--- src/rtl/id_stage_ctrl_pkg.sv ---
// id_stage_ctrl_pkg: shared definitions for the ID stage sequencer.
//   - FSM state encoding (EMPTY / FULL / HOLD)
//   - immediate-format select codes driven on id_imm_sel_o
//   - RV32I major opcode values (instr[6:2]) and a legality helper
package id_stage_ctrl_pkg;

  localparam int XLEN_DEF = 32;

  typedef enum logic [1:0] {
    ST_EMPTY = 2'd0,
    ST_FULL  = 2'd1,
    ST_HOLD  = 2'd2
  } id_state_e;

  localparam logic [2:0] IMM_SEL_I    = 3'd0;
  localparam logic [2:0] IMM_SEL_S    = 3'd1;
  localparam logic [2:0] IMM_SEL_B    = 3'd2;
  localparam logic [2:0] IMM_SEL_U    = 3'd3;
  localparam logic [2:0] IMM_SEL_J    = 3'd4;
  localparam logic [2:0] IMM_SEL_NONE = 3'd5;

  localparam logic [4:0] OP_LOAD     = 5'b00000;
  localparam logic [4:0] OP_MISC_MEM = 5'b00011;
  localparam logic [4:0] OP_IMM      = 5'b00100;
  localparam logic [4:0] OP_AUIPC    = 5'b00101;
  localparam logic [4:0] OP_STORE    = 5'b01000;
  localparam logic [4:0] OP_OP       = 5'b01100;
  localparam logic [4:0] OP_LUI      = 5'b01101;
  localparam logic [4:0] OP_BRANCH   = 5'b11000;
  localparam logic [4:0] OP_JALR     = 5'b11001;
  localparam logic [4:0] OP_JAL      = 5'b11011;
  localparam logic [4:0] OP_SYSTEM   = 5'b11100;

  function automatic logic is_rv32i_major(input logic [4:0] op);
    return op inside {OP_LOAD, OP_MISC_MEM, OP_IMM, OP_AUIPC, OP_STORE, OP_OP,
                      OP_LUI, OP_BRANCH, OP_JALR, OP_JAL, OP_SYSTEM};
  endfunction

endpackage

--- src/rtl/id_stage_ctrl_imm_fmt_decode.sv ---
// id_stage_ctrl_imm_fmt_decode: combinational opcode pre-decode, shared with
// the main decoder.
//   opcode_i    : instr[6:0]
//   imm_sel_o   : immediate format (IMM_SEL_*)
//   rs1_used_o  : instruction reads rs1 (R, I, S, B formats)
//   rs2_used_o  : instruction reads rs2 (R, S, B formats)
//   illegal_o   : low bits not 2'b11, or not an RV32I major opcode
module id_stage_ctrl_imm_fmt_decode
  import id_stage_ctrl_pkg::*;
(
  input  logic [6:0] opcode_i,
  output logic [2:0] imm_sel_o,
  output logic       rs1_used_o,
  output logic       rs2_used_o,
  output logic       illegal_o
);

  // Anything not explicitly S/B/U/J/R falls back to the I format, including
  // illegal opcodes; the illegal flag carries that information separately.
  always_comb begin
    imm_sel_o = IMM_SEL_I;
    case (opcode_i[6:2])
      OP_STORE:         imm_sel_o = IMM_SEL_S;
      OP_BRANCH:        imm_sel_o = IMM_SEL_B;
      OP_LUI, OP_AUIPC: imm_sel_o = IMM_SEL_U;
      OP_JAL:           imm_sel_o = IMM_SEL_J;
      OP_OP:            imm_sel_o = IMM_SEL_NONE;
      default:          imm_sel_o = IMM_SEL_I;
    endcase
  end

  // NONE is the R format here, so it reads both sources.
  assign rs1_used_o = (imm_sel_o != IMM_SEL_U) && (imm_sel_o != IMM_SEL_J);
  assign rs2_used_o = (imm_sel_o == IMM_SEL_S) || (imm_sel_o == IMM_SEL_B) ||
                      (imm_sel_o == IMM_SEL_NONE);
  assign illegal_o  = (opcode_i[1:0] != 2'b11) || !is_rv32i_major(opcode_i[6:2]);

endmodule

--- src/rtl/id_stage_ctrl.sv ---
// id_stage_ctrl: ID-stage sequencer. Owns the IF/ID register, both valid/ready
// handshakes, the load-use bubble and redirect flush.
//   clk_i, rst_ni        : clock, synchronous active-low reset
//   if_valid_i/if_instr_i/if_pc_i, if_ready_o  : IF side handshake
//   id_valid_o, id_instr_o, id_pc_o, id_imm_sel_o, id_illegal_o, ex_ready_i
//                        : EX side handshake and registered instruction
//   ex_valid_i, ex_load_i, ex_rd_i : EX occupant info for load-use detection
//   redirect_i           : taken branch/jump in EX, flushes ID
//   stall_cnt_o, flush_cnt_o : saturating perf counters (ID_PERF_CNT_EN only)
// Optional feature macro: ID_PERF_CNT_EN.
module id_stage_ctrl
  import id_stage_ctrl_pkg::*;
#(
  parameter int XLEN = XLEN_DEF
`ifdef ID_PERF_CNT_EN
  , parameter int CNT_WIDTH = 32
`endif
) (
  input  logic            clk_i,
  input  logic            rst_ni,
  input  logic            if_valid_i,
  input  logic [XLEN-1:0] if_instr_i,
  input  logic [XLEN-1:0] if_pc_i,
  output logic            if_ready_o,
  output logic            id_valid_o,
  output logic [XLEN-1:0] id_instr_o,
  output logic [XLEN-1:0] id_pc_o,
  output logic [2:0]      id_imm_sel_o,
  output logic            id_illegal_o,
  input  logic            ex_ready_i,
  input  logic            ex_valid_i,
  input  logic            ex_load_i,
  input  logic [4:0]      ex_rd_i,
  input  logic            redirect_i
`ifdef ID_PERF_CNT_EN
  , output logic [CNT_WIDTH-1:0] stall_cnt_o,
  output logic [CNT_WIDTH-1:0] flush_cnt_o
`endif
);

  id_state_e state_q;
  logic      rs1_used_q, rs2_used_q;
  logic [2:0] dec_sel;
  logic      dec_rs1, dec_rs2, dec_ill;
  logic      hazard, xfer_out, capture;

  id_stage_ctrl_imm_fmt_decode u_dec (
    .opcode_i   (if_instr_i[6:0]),
    .imm_sel_o  (dec_sel),
    .rs1_used_o (dec_rs1),
    .rs2_used_o (dec_rs2),
    .illegal_o  (dec_ill)
  );

  // Only FULL checks; HOLD means the bubble was already paid.
  assign hazard = (state_q == ST_FULL) && ex_valid_i && ex_load_i && (ex_rd_i != 5'd0) &&
                  ((rs1_used_q && (ex_rd_i == id_instr_o[19:15])) ||
                   (rs2_used_q && (ex_rd_i == id_instr_o[24:20])));

  assign id_valid_o = ((state_q == ST_FULL && !hazard) || state_q == ST_HOLD) && !redirect_i;
  assign xfer_out   = id_valid_o && ex_ready_i;
  // Under redirect the IF beat is accepted and dropped.
  assign if_ready_o = (state_q == ST_EMPTY) || xfer_out || redirect_i;
  assign capture    = if_valid_i && if_ready_o;

  always_ff @(posedge clk_i) begin
    if (!rst_ni) begin
      state_q      <= ST_EMPTY;
      id_instr_o   <= '0;
      id_pc_o      <= '0;
      id_imm_sel_o <= IMM_SEL_NONE;
      id_illegal_o <= 1'b0;
      rs1_used_q   <= 1'b0;
      rs2_used_q   <= 1'b0;
    end else if (redirect_i) begin
      state_q <= ST_EMPTY;
    end else if (hazard) begin
      state_q <= ST_HOLD;
    end else if (state_q == ST_HOLD && !ex_ready_i) begin
      state_q <= ST_HOLD;
    end else if (capture) begin
      state_q      <= ST_FULL;
      id_instr_o   <= if_instr_i;
      id_pc_o      <= if_pc_i;
      id_imm_sel_o <= dec_sel;
      id_illegal_o <= dec_ill;
      rs1_used_q   <= dec_rs1;
      rs2_used_q   <= dec_rs2;
    end else if (xfer_out) begin
      state_q <= ST_EMPTY;
    end
  end

`ifdef ID_PERF_CNT_EN
  logic [CNT_WIDTH-1:0] stall_cnt_q, stall_cnt_d, flush_cnt_q, flush_cnt_d;
  logic [CNT_WIDTH:0]   stall_sum, flush_sum;
  logic [1:0]           flush_inc;

  // A flush of a held instruction counts 1, plus 1 for a same-cycle IF beat.
  assign flush_inc = (redirect_i && state_q != ST_EMPTY) ? (if_valid_i ? 2'd2 : 2'd1) : 2'd0;
  // Extra top bit catches overflow so the counters stick at all-ones.
  assign stall_sum   = {1'b0, stall_cnt_q} + (CNT_WIDTH+1)'(hazard && !redirect_i);
  assign flush_sum   = {1'b0, flush_cnt_q} + (CNT_WIDTH+1)'(flush_inc);
  assign stall_cnt_d = stall_sum[CNT_WIDTH] ? '1 : stall_sum[CNT_WIDTH-1:0];
  assign flush_cnt_d = flush_sum[CNT_WIDTH] ? '1 : flush_sum[CNT_WIDTH-1:0];

  always_ff @(posedge clk_i) begin
    if (!rst_ni) begin
      stall_cnt_q <= '0;
      flush_cnt_q <= '0;
    end else begin
      stall_cnt_q <= stall_cnt_d;
      flush_cnt_q <= flush_cnt_d;
    end
  end

  assign stall_cnt_o = stall_cnt_q;
  assign flush_cnt_o = flush_cnt_q;
`endif

endmodule

--- config.mk ---
export PLATFORM = sky130hd
export DESIGN_NAME = id_stage_ctrl
export DESIGN_NICKNAME = d
export VERILOG_FILES = /design/src/rtl/id_stage_ctrl_pkg.sv /design/src/rtl/id_stage_ctrl_imm_fmt_decode.sv /design/src/rtl/id_stage_ctrl.sv
export SDC_FILE = /design/constraint.sdc
export NUM_CORES = 1
export LEC_CHECK = 0
export CAP_MARGIN = 20
export CELL_PAD_IN_SITES_DETAIL_PLACEMENT = 0
export CELL_PAD_IN_SITES_GLOBAL_PLACEMENT = 2
export CORE_MARGIN = 1
export CORE_UTILIZATION = 27
export CTS_CLUSTER_DIAMETER = 50
export CTS_CLUSTER_SIZE = 28
export DETAILED_ROUTE_END_ITERATION = 16
export GPL_TIMING_DRIVEN = 1
export PLACE_DENSITY_LB_ADDON = 0.08
export SLEW_MARGIN = 15
export SYNTH_ARGS = -nofsm -noshare
export SYNTH_HDL_FRONTEND = slang
export SYNTH_SLANG_ARGS = --single-unit
--- constraint.sdc ---
create_clock -name clk_i -period 4.79 [get_ports clk_i]
set_input_delay 0.958 -clock clk_i [delete_from_list [all_inputs] [get_ports clk_i]]
set_output_delay 0.958 -clock clk_i [all_outputs]
set_load 0.02 [all_outputs]
* Word-level counts from Yosys, hierarchy flattened
Index checks and enable logic that the tools add are counted.
** Operators by class
- Muxes and demuxes :: 5
- Bitwise gates (word level) :: 4
- Eq/ne operators :: 20
- Reduce and logical (&&, ||, !) cells :: 33
** Operator list (count)
- == test 5 bit (second input constant) :: 4
- == test 5 x 4 -> 1 bit (second input constant) :: 3
- one-hot mux 3 bit (5 select lines) :: 1
- logical AND 1 bit :: 12
- nonzero test 11 bit :: 1
- == test 5 x 3 -> 1 bit (second input constant) :: 2
- == test 5 bit :: 2
- two-way mux 2 bit :: 4
- logical OR 1 bit :: 7
- == test 5 x 2 -> 1 bit (second input constant) :: 1
- zero test 5 bit :: 1
- nonzero test 5 bit :: 1
- zero test 1 bit :: 4
- NOT 1 bit :: 4
- AND reduction 4 bit :: 1
- nonzero test 4 bit :: 1
- OR reduction 2 bit :: 2
- OR reduction 4 bit :: 1
- == test 3 x 1 -> 1 bit (second input constant) :: 1
- == test 3 x 2 -> 1 bit (second input constant) :: 1
- == test 3 bit (second input constant) :: 1
- != test 3 x 2 -> 1 bit (second input constant) :: 1
- != test 3 bit (second input constant) :: 1
- == test 2 x 1 -> 1 bit (second input constant) :: 1
- 4 further kinds :: 4
** Word-level totals
- Logic and storage cells :: 70
- Register bits after elaboration :: 72
- Bits of input ports :: 76
- Output and inout bits :: 70

* Logic depth before layout (Yosys ltp)
Gate-level depths: netlist (run 1).
- Depth in word-level cells :: 16
- Gate-level depth with buffers :: 8
- Depth with buffers taken out :: 5

* Hierarchy
Synthesis (run 1) repeated with hierarchy kept, for this count alone.
** Unflattened totals
- Cell total of the unflattened synthesis :: 567
- Area total of the unflattened synthesis :: 4406.7 um2
** By module, submodules not included
- id_stage_ctrl :: area an instance 4247.8 um2, cells an instance 544, sequential area each 1441.4 um2, times used 1
- id_stage_ctrl_imm_fmt_decode :: area an instance 158.9 um2, cells an instance 23, sequential area each 0.0 um2, times used 1

* Worst setup path after synthesis (run 1)
No wires, ideal clock.
- Path type :: input port to output port
- Start point :: input port ex_rd_i[1]
- End point :: output port id_valid_o
- Data required time :: 3832 ps
- Arrival :: 2313 ps
- Stages :: 4
- Setup slack :: 1519 ps
- Buffers on the path :: 0
- Cells stage by stage :: or4_1 o2111ai_1 o21ai_0 a21oi_1
** On the way
- Word-level cells in the longest chain between the ends :: 8
- Elaborated cells between the ends (all ways) :: 12
- Classes of those cells :: eq/ne: 2; reduce/logical: 10
** RTL lines
- start, declared :: line id_stage_ctrl.sv:33 : input logic [4:0] ex_rd_i,
- == test 5 bit, on equally long branches :: line id_stage_ctrl.sv:57, id_stage_ctrl.sv:58
- logical AND 1 bit, on equally long branches :: line id_stage_ctrl.sv:57, id_stage_ctrl.sv:58
- logical OR 1 bit :: line id_stage_ctrl.sv:57 : ((rs1_used_q && (ex_rd_i == id_instr_o[19:15])) ||
- logical AND 1 bit * :: line id_stage_ctrl.sv:56 : assign hazard = (state_q == ST_FULL) && ex_valid_i && ex_load_i && (ex_rd_i != 5'd0) &&
- zero test 1 bit * :: line id_stage_ctrl.sv:60 : assign id_valid_o = ((state_q == ST_FULL && !hazard) || state_q == ST_HOLD) && !redirect_i;
- logical AND 1 bit * :: line id_stage_ctrl.sv:60
- logical OR 1 bit * :: line id_stage_ctrl.sv:60
- logical AND 1 bit * :: line id_stage_ctrl.sv:60
- end, declared :: line id_stage_ctrl.sv:25 : output logic id_valid_o,
Every way passes the cells marked *; elsewhere a longest branch is shown, timed or not.

* Final worst setup path (run 1)
- Start point :: input port ex_rd_i[1]
- End point :: output port if_ready_o
** On the way
- Word-level cells in the longest chain between the ends :: 11
- Elaborated cells between the ends (all ways) :: 15
- Classes of those cells :: eq/ne: 2; reduce/logical: 13
** RTL lines
- == test 5 bit, on equally long branches :: line id_stage_ctrl.sv:57, id_stage_ctrl.sv:58
- logical AND 1 bit, on equally long branches :: line id_stage_ctrl.sv:57, id_stage_ctrl.sv:58
- logical OR 1 bit :: line id_stage_ctrl.sv:57
- logical AND 1 bit * :: line id_stage_ctrl.sv:56
- zero test 1 bit * :: line id_stage_ctrl.sv:60
- logical AND 1 bit * :: line id_stage_ctrl.sv:60
- logical OR 1 bit * :: line id_stage_ctrl.sv:60
- logical AND 1 bit * :: line id_stage_ctrl.sv:60
- logical AND 1 bit * :: line id_stage_ctrl.sv:61 : assign xfer_out = id_valid_o && ex_ready_i;
- logical OR 1 bit * (2 in a row) :: line id_stage_ctrl.sv:63 : assign if_ready_o = (state_q == ST_EMPTY) || xfer_out || redirect_i;
- end, declared :: line id_stage_ctrl.sv:24 : output logic if_ready_o,
Marks and branches as above.

==> results of run 1 <==
## cell usage in the layout, fill, tap and decap left out, types with 5 or more instances in the layout
master and instances:
sky130_fd_sc_hd__clkdlybuf4s50_1 144, sky130_fd_sc_hd__nand2_1 76, sky130_fd_sc_hd__dfxtp_1 72, sky130_fd_sc_hd__nand4_1 68, sky130_fd_sc_hd__nor4_1 63, sky130_fd_sc_hd__a31oi_1 63, sky130_fd_sc_hd__o311ai_0 44, sky130_fd_sc_hd__o311ai_1 20
sky130_fd_sc_hd__xnor2_1 10, sky130_fd_sc_hd__clkbuf_16 9, sky130_fd_sc_hd__buf_4 7, sky130_fd_sc_hd__inv_1 6, sky130_fd_sc_hd__nor2_1 5, sky130_fd_sc_hd__a21oi_1 5
## worst max path at each step
| stage | from | endpoint | slack [ns] | cells past startpoint |
|---|---|---|---|---|
| floorplan | ex_rd_i[1] | id_valid_o | 1.52 | 4 |
| global placement | ex_rd_i[1] | id_valid_o | 0.41 | 6 |
| detailed placement | ex_rd_i[1] | if_ready_o | 0.31 | 6 |
| CTS | ex_rd_i[1] | id_valid_o | 0.29 | 6 |
| global route | ex_rd_i[1] | if_ready_o | 0.18 | 6 |
| finish | ex_rd_i[1] | if_ready_o | 0.34 | 6 |
## logic make-up (layout without fill, tap and decap cells)
family                   after synthesis  after routing
AND/OR/NAND/NOR                      230            230
AO/OA/AOI/OAI                        154            154
buffers and inverters                 89            176
flip-flops                            72             72
multiplexers                           2              2
adder cells (fa/ha/maj)                1              1
XOR/XNOR                              10             10
## critical path, stage by stage
cell and delay, ns:
sky130_fd_sc_hd__clkdlybuf4s50_1 0.48, sky130_fd_sc_hd__or4_1 0.61, sky130_fd_sc_hd__o2111ai_1 0.43, sky130_fd_sc_hd__nor2_1 0.13, sky130_fd_sc_hd__o221ai_1 0.22, sky130_fd_sc_hd__clkdlybuf4s50_1 0.66
## per-stage QoR
step	std cells	area [um^2]
6_report	856	6077
5_1_grt	856	6077
4_1_cts	856	6077
3_5_place_dp	840	5792
3_3_place_gp	840	5792
2_1_floorplan	558	4323
## per-layer routing
| layer | vias up | track usage |
|---|---|---|
| met3 | 16 | 0.05322 |
| met2 | 147 | 0.2900 |
| met5 | - | 0 |
| met1 | 2458 | 0.2454 |
| met4 | 0 | 0.05882 |
| li1 | 2447 | - |
## registers in the layout, indices dropped and copies added (netlist names)
signal        count
state_q           2
id_instr_o       32
rs2_used_q        1
id_pc_o          32
rs1_used_q        1
id_illegal_o      1
id_imm_sel_o      3
## cell type report
cell class | instances | area, um^2 | area share
inverter | 7 | 26.28 | 0.004324
clock buffer | 13 | 270.3 | 0.04447
tap | 211 | 264.0 | 0.04344
timing repair buffer | 153 | 1525 | 0.2510
clock inverter | 3 | 15.01 | 0.002471
sequential | 72 | 1441 | 0.2372
multi-input combinational | 397 | 2535 | 0.4171
## report_power, final
group,switching (mW),internal [mW]
Combinational,0.215,0.194
Clock,0.269,0.391
Sequential,0.0433,0.651
Total,0.527,1.24
==> results.md, run 1 <==
* Result of the run: complete, no violations
* Most used DFF post-synth: sky130_fd_sc_hd__dfxtp_1
* Uppermost metal layer occupied by signal nets: met4
* Class of the most critical setup path: in2out
* Register-to-register setup slack at 2.00 ns
* Die X at 128.5 um
* Post-CTS sizing at 0
* Hold Crit Start: id_imm_sel_o[0]$_SDFFE_PN1P_
* Global-route congestion overflow total at 0
* Mapped Nets at between 600 and 700
* Total number of H-tree levels at 3
* Placer congestion estimate at 0.7487
* Number of inserted diodes at 0
* Most used standard cells in the synthesized netlist: sky130_fd_sc_hd__nand2_1 (76), sky130_fd_sc_hd__dfxtp_1 (72), sky130_fd_sc_hd__nand4_1 (68)
* Fraction of synthesized area in multiplexers at 0.004920
* Fill cells at roughly 1600
* Slew Limit Fails at 0
* Worst Reg2Reg Path Length in Cells at 6
* Synth Area in Adders at 0.002315
* Tightest slew margin relative to the limit at 0.3092
* Worst Skew at around 0.0044 ns
* Number of instances on the worst hold path at 1
* Final setup TNS at 0 ns
* Largest net degree at the start of global routing at 116
* Floorplan die area at between 0.015 and 0.02 mm^2
* End point of the most critical hold path: id_imm_sel_o[0]$_SDFFE_PN1P_
* Detail-routed net length per standard cell at 17.74 um
* Remaining antenna violation count at 0
* Number of global-route vias before repair at ~4600
* Die height at between 100 and 150 um
* GRT Overall Usage at 0.1855
* Core Area at about 0.015 mm^2
* Final core utilization at 0.3939
* Count of different cell masters after synthesis at 42
* CTS tree: built
* CP arrival at roughly 3.5 ns
* Final hold viol count at 0
* Hold Buf Count CTS at 0
* Later-pin clock latency in the skew report at between 0.3 and 0.4 ns
* Number of buffers created by CTS at 9
* Critical path launch point type: primary input
* Tightest Pin Transition at 1.036 ns
* Average footprint of a synthesized cell at between 7 and 8 um^2
* Most frequent cell after synthesis: sky130_fd_sc_hd__nand2_1
* Post-CTS setup repair buffer count at 0
* Post-placement worst setup slack at slightly above 0.3 ns
* Post-detailed-routing wire length at between 15000 and 20000 um
* Routed length on met3 at approximately 860 um
* Met2 wire length at 6938 um
* Final period demand of the worst path at between 4 and 5 ns
* Smallest setup slack after layout at around 0.34 ns
* Buffers on Ports at roughly 150
* Fin Hold WS at 0.4660 ns
* Synth Instances at ~560
* Combinational family with the most area after synthesis: simple AND/OR/NAND/NOR gates
* Number of flops mapped to enable cells by yosys at 0
* Highest Clock Rate at around 220 MHz
* Mapped cell area at 0.004323 mm^2
* Wire length on met1 at 7092 um
* Initial standard-cell utilization of the core at 0.2802
* Average via count per standard cell at between 5 and 6
* Critical Path End Type: primary output
* Fraction of the mapped netlist area in compound gates at 0.2674
* Unrepaired setup endpoints after global routing: false
* Post-detailed-placement half-perimeter wirelength at between 8000 and 9000 um
* Leak pwr at 1.841 nW
* Antenna violations before repair at 0
* Path class of the lowest-slack min-delay path: reg2reg
* Xor-xnor portion of the synthesized cell area at 0.02026
* Worst vdd ir at 0.0001781 V
* Required time worst endpoint at ~3.8 ns
* Maximum fanout count along the critical path at 5
* Net count of the finished layout at between 700 and 800
* Fraction of final layout cells with drive strength greater than 1 at 0.04806
* Final setup viols at 0
* Count of synthesis-stage warnings from yosys at 0
* Wire length of the first global-routing pass at approximately 25000 um
* Count of unresolved DRC violations after routing at 0
* Crit Reg-Reg Endpoint: id_pc_o[14]$_SDFFE_PN0P_
* Root Buffer: sky130_fd_sc_hd__clkbuf_16
* Clk pin slew, worst setup/hold paths at 0.06 ns
* Total number of vias at between 5000 and 6000
* Share of flip-flops with an asynchronous set or reset at 0
* Number of buffers on the longest clock path at 2
* First-pass detailed-route iteration total at 5
* Total power draw at about 1.8 mW
* Number of register bits inferred by synthesis at approximately 70
* Area delta synth->final at 40.58%
* Post-synthesis share of cell area spent on and, or, nand and nor gates at 0.2848
* Count of clock tree sinks at 72
* Share of the clock period used by the worst path after layout at 0.9282
* Cell types occupying the most area after synthesis: sky130_fd_sc_hd__dfxtp_1 (33%), sky130_fd_sc_hd__nand4_1 (9.8%), sky130_fd_sc_hd__a31oi_1 (9.1%), sky130_fd_sc_hd__nor4_1 (9.1%), sky130_fd_sc_hd__o311ai_0 (8.9%)
* First DRT Iteration DRCs at 326
* Reg2Reg Launch Point: state_q[0]$_SDFFE_PP0P_
* Cell Pwr Density at about 290 mW/mm^2
* Number of cell rows at between 40 and 50
* Cell taking the most area after synthesis: sky130_fd_sc_hd__dfxtp_1
* # Max-Cap Violations at 0
* Share of the synthesized area in the top cell type at 0.3334
* Boundary pin count at ~150
* Sequential-to-total area share from yosys stat at 0.3334
(Power assumes the default switching activity.)
==> inputs of run 2 (changes only) <==
Settings changed: CORE_MARGIN 1 to 8.
==> run 2 against run 1 <==
Against the previous run: clock-buffer cell count fell by 2; via count fell by 0.57%; combinational power rose by 1%; critical path type unchanged; critical endpoint unchanged; critical path depth did not move; cell count rose by 0.47%; clock power rose by 1%; largest cell class unchanged.
==> results.md, run 2 (synthesized netlist as in run 1, its figures left out) <==
* Fin Hold WS at 0.4580 ns (was 0.4660 ns)
* First DRT Iteration DRCs at 348 (was 326)
* Boundary pin count at 146 (unchanged)
* Largest net degree at the start of global routing at 124 (was 116)
* Area delta synth->final at 41.82% (was 40.58%)
* Regs by FF count: id_instr_o (32), id_pc_o (32), id_imm_sel_o (3) (unchanged)
* Critical path launch point type: primary input (unchanged)
* GRT Overall Usage at 0.1553 (was 0.1855)
* Root Buffer: sky130_fd_sc_hd__clkbuf_16 (unchanged)
* Share of the clock period used by the worst path after layout at 0.9261 (was 0.9282)
* Number of buffers created by CTS at 9 (unchanged)
* Post-detailed-routing wire length at 16230 um (was 15180 um)
* Placer congestion estimate at 0.7037 (was 0.7487)
* Leak pwr at 1.854 nW (was 1.841 nW)
* Total area of multi-input combinational cells at 0.002535 mm^2 (unchanged)
* Later-pin clock latency in the skew report at 0.33 ns (was 0.34 ns)
* Final hold viol count at 0 (unchanged)
* Worst Skew at 0.005665 ns (was 0.004390 ns)
* Count of unresolved DRC violations after routing at 0 (unchanged)
* Cell Pwr Density at 289.7 mW/mm^2 (was 290.1 mW/mm^2)
* Buffers on Ports at 145 (unchanged)
* Post-detailed-placement half-perimeter wirelength at 9856 um (was 8761 um)
* Most frequent cells in the layout: sky130_fd_sc_hd__clkdlybuf4s50_1 (144), sky130_fd_sc_hd__nand2_1 (76), sky130_fd_sc_hd__dfxtp_1 (72) (unchanged)
* Number of buffers on the longest clock path at 2 (unchanged)
* Sw frac at 0.2915 (was 0.2989)
* Combinational share of power at 0.233 (was 0.232)
* First-pass detailed-route iteration total at 4 (was 5)
* Average via count per standard cell at 5.859 (was 5.921)
* Clk pin slew, worst setup/hold paths at 0.06 ns (about the same)
* Path class of the lowest-slack min-delay path: reg2reg (unchanged)
* Total number of H-tree levels at 3 (unchanged)
* Final period demand of the worst path at 4.436 ns (was 4.446 ns)
* Worst vdd ir at 0.0001868 V (was 0.0001781 V)
* Number of inserted diodes at 0 (unchanged)
* Tightest Pin Transition at 0.8970 ns (was 1.036 ns)
* Slew Limit Fails at 0 (unchanged)
* Antenna violations before repair at 0 (unchanged)
* Highest Clock Rate at 225.4 MHz (was 224.9 MHz)
* Floorplan die area at 0.02032 mm^2 (was 0.01652 mm^2)
* Die X at 142.5 um (was 128.5 um)
* Core Area at 0.01577 mm^2 (was 0.01543 mm^2)
* Fraction of final layout cells with drive strength greater than 1 at 0.04658 (was 0.04806)
* Class of the most critical setup path: in2out (unchanged)
* # Max-Cap Violations at 0 (unchanged)
* Required time worst endpoint at 3.83 ns (about the same)
* Number of cell rows at 46 (was 45)
* Internal portion of total power at 1.259 mW (was 1.236 mW)
* Unrepaired setup endpoints after global routing: false (unchanged)
* Wire length of the first global-routing pass at 25560 um (was 24540 um)
* CP arrival at 3.48 ns (was 3.49 ns)
* CTS tree: built (unchanged)
* Final setup TNS at 0 ns (unchanged)
* Most frequent standard cell in the layout excluding fill and tap cells: sky130_fd_sc_hd__clkdlybuf4s50_1 (unchanged)
* Detail-routed net length per standard cell at 18.87 um (was 17.74 um)
* Sequential Power Share at 0.391 (was 0.394)
* Fill cells at 1655 (was 1596)
* Global-route congestion overflow total at 0 (unchanged)
* Sequential standard cell area at 0.001441 mm^2 (unchanged)
* Switching Power at 517.7 uW (was 526.8 uW)
* Remaining antenna violation count at 0 (unchanged)
* Hold Buf Count CTS at 0 (unchanged)
* Count of clock tree sinks at 72 (unchanged)
* Tightest slew margin relative to the limit at 0.4020 (was 0.3092)
* Initial standard-cell utilization of the core at 0.2741 (was 0.2802)
* Total number of vias at 5039 (was 5068)
* Die height at 142.5 um (was 128.5 um)
* Fraction of power consumed by the clock network at 0.376 (was 0.374)
* Critical Path End Type: primary output (unchanged)
* Result of the run: complete, no violations (unchanged)
* Net count of the finished layout at 716 (unchanged)
* Final setup viols at 0 (unchanged)
* Maximum fanout count along the critical path at 5 (unchanged)
* Post-CTS setup repair buffer count at 0 (unchanged)
* Post-CTS sizing at 0 (unchanged)
* Final core utilization at 0.3888 (was 0.3939)
* Number of global-route vias before repair at 4720 (was 4564)
-- run 2: changes by cell type in the layout (fill, tap and decap cells not counted) --
cell | before | now
sky130_fd_sc_hd__buf_4 | 7 | 4
sky130_fd_sc_hd__buf_12 | 1 | 3
sky130_fd_sc_hd__clkbuf_8 | 3 | 1
sky130_fd_sc_hd__buf_16 | 0 | 1
sky130_fd_sc_hd__bufinv_16 | 0 | 1
-- run 2: power groups by stage --
stage,Sequential (mW),Combinational [mW],Clock [mW]
2_1_floorplan,0.759,0.150,0
3_3_place_gp,0.705,0.410,0
3_5_place_dp,0.708,0.416,0
4_1_cts,0.695,0.418,0.698
5_1_grt,0.702,0.447,0.721
6_report,0.694,0.414,0.668
-- run 2: layout make-up --
| cell class | count | area share |
|---|---|---|
| Multi-Input combinational cell | 397 | 0.4135 |
| Clock buffer | 11 | 0.03959 |
| Clock inverter | 4 | 0.007347 |
| Sequential cell | 72 | 0.2351 |
| Tap cell | 216 | 0.04408 |
| Inverter | 7 | 0.004286 |
| Timing Repair Buffer | 153 | 0.2561 |
-- run 2: per-layer routing --
| metal | global-route usage | up-vias | routed length (um) |
|---|---|---|---|
| li1 | - | 2434 | - |
| met1 | 0.1915 | 2469 | 7402 |
| met2 | 0.2518 | 126 | 7555 |
| met3 | 0.05133 | 10 | 1085 |
| met4 | 0.04474 | 0 | 185 |
| met5 | 0 | - | 0 |
-- run 2: final timing paths --
| kind | startpoint | to | slack (ns) | depth (start not counted) |
|---|---|---|---|---|
| max reg2reg | state_q[0]$_SDFFE_PP0P_ | id_pc_o[23]$_SDFFE_PN0P_ | 2.48 | 6 |
| min | id_illegal_o$_SDFFE_PN0P_ | id_illegal_o$_SDFFE_PN0P_ | 0.46 | 2 |
| max | ex_rd_i[1] | if_ready_o | 0.35 | 6 |
| min reg2reg | id_illegal_o$_SDFFE_PN0P_ | id_illegal_o$_SDFFE_PN0P_ | 0.46 | 2 |
-- run 2: worst max-delay path: stages --
cell	delay, ns
sky130_fd_sc_hd__clkdlybuf4s50_1	0.48
sky130_fd_sc_hd__or4_1	0.58
sky130_fd_sc_hd__o2111ai_1	0.41
sky130_fd_sc_hd__nor2_1	0.14
sky130_fd_sc_hd__o221ai_1	0.24
sky130_fd_sc_hd__clkdlybuf4s50_1	0.67
-- run 2: through the flow --
stage	cells	cell area, um^2	power [mW]	setup WS (ns)
floorplan	558	4323	0.9094	1.519
global placement	844	5816	1.115	0.3276
detailed placement	844	5816	1.124	0.3479
CTS	859	6103	1.812	0.3402
global route	860	6131	1.870	0.2193
finish	860	6131	1.776	0.3541
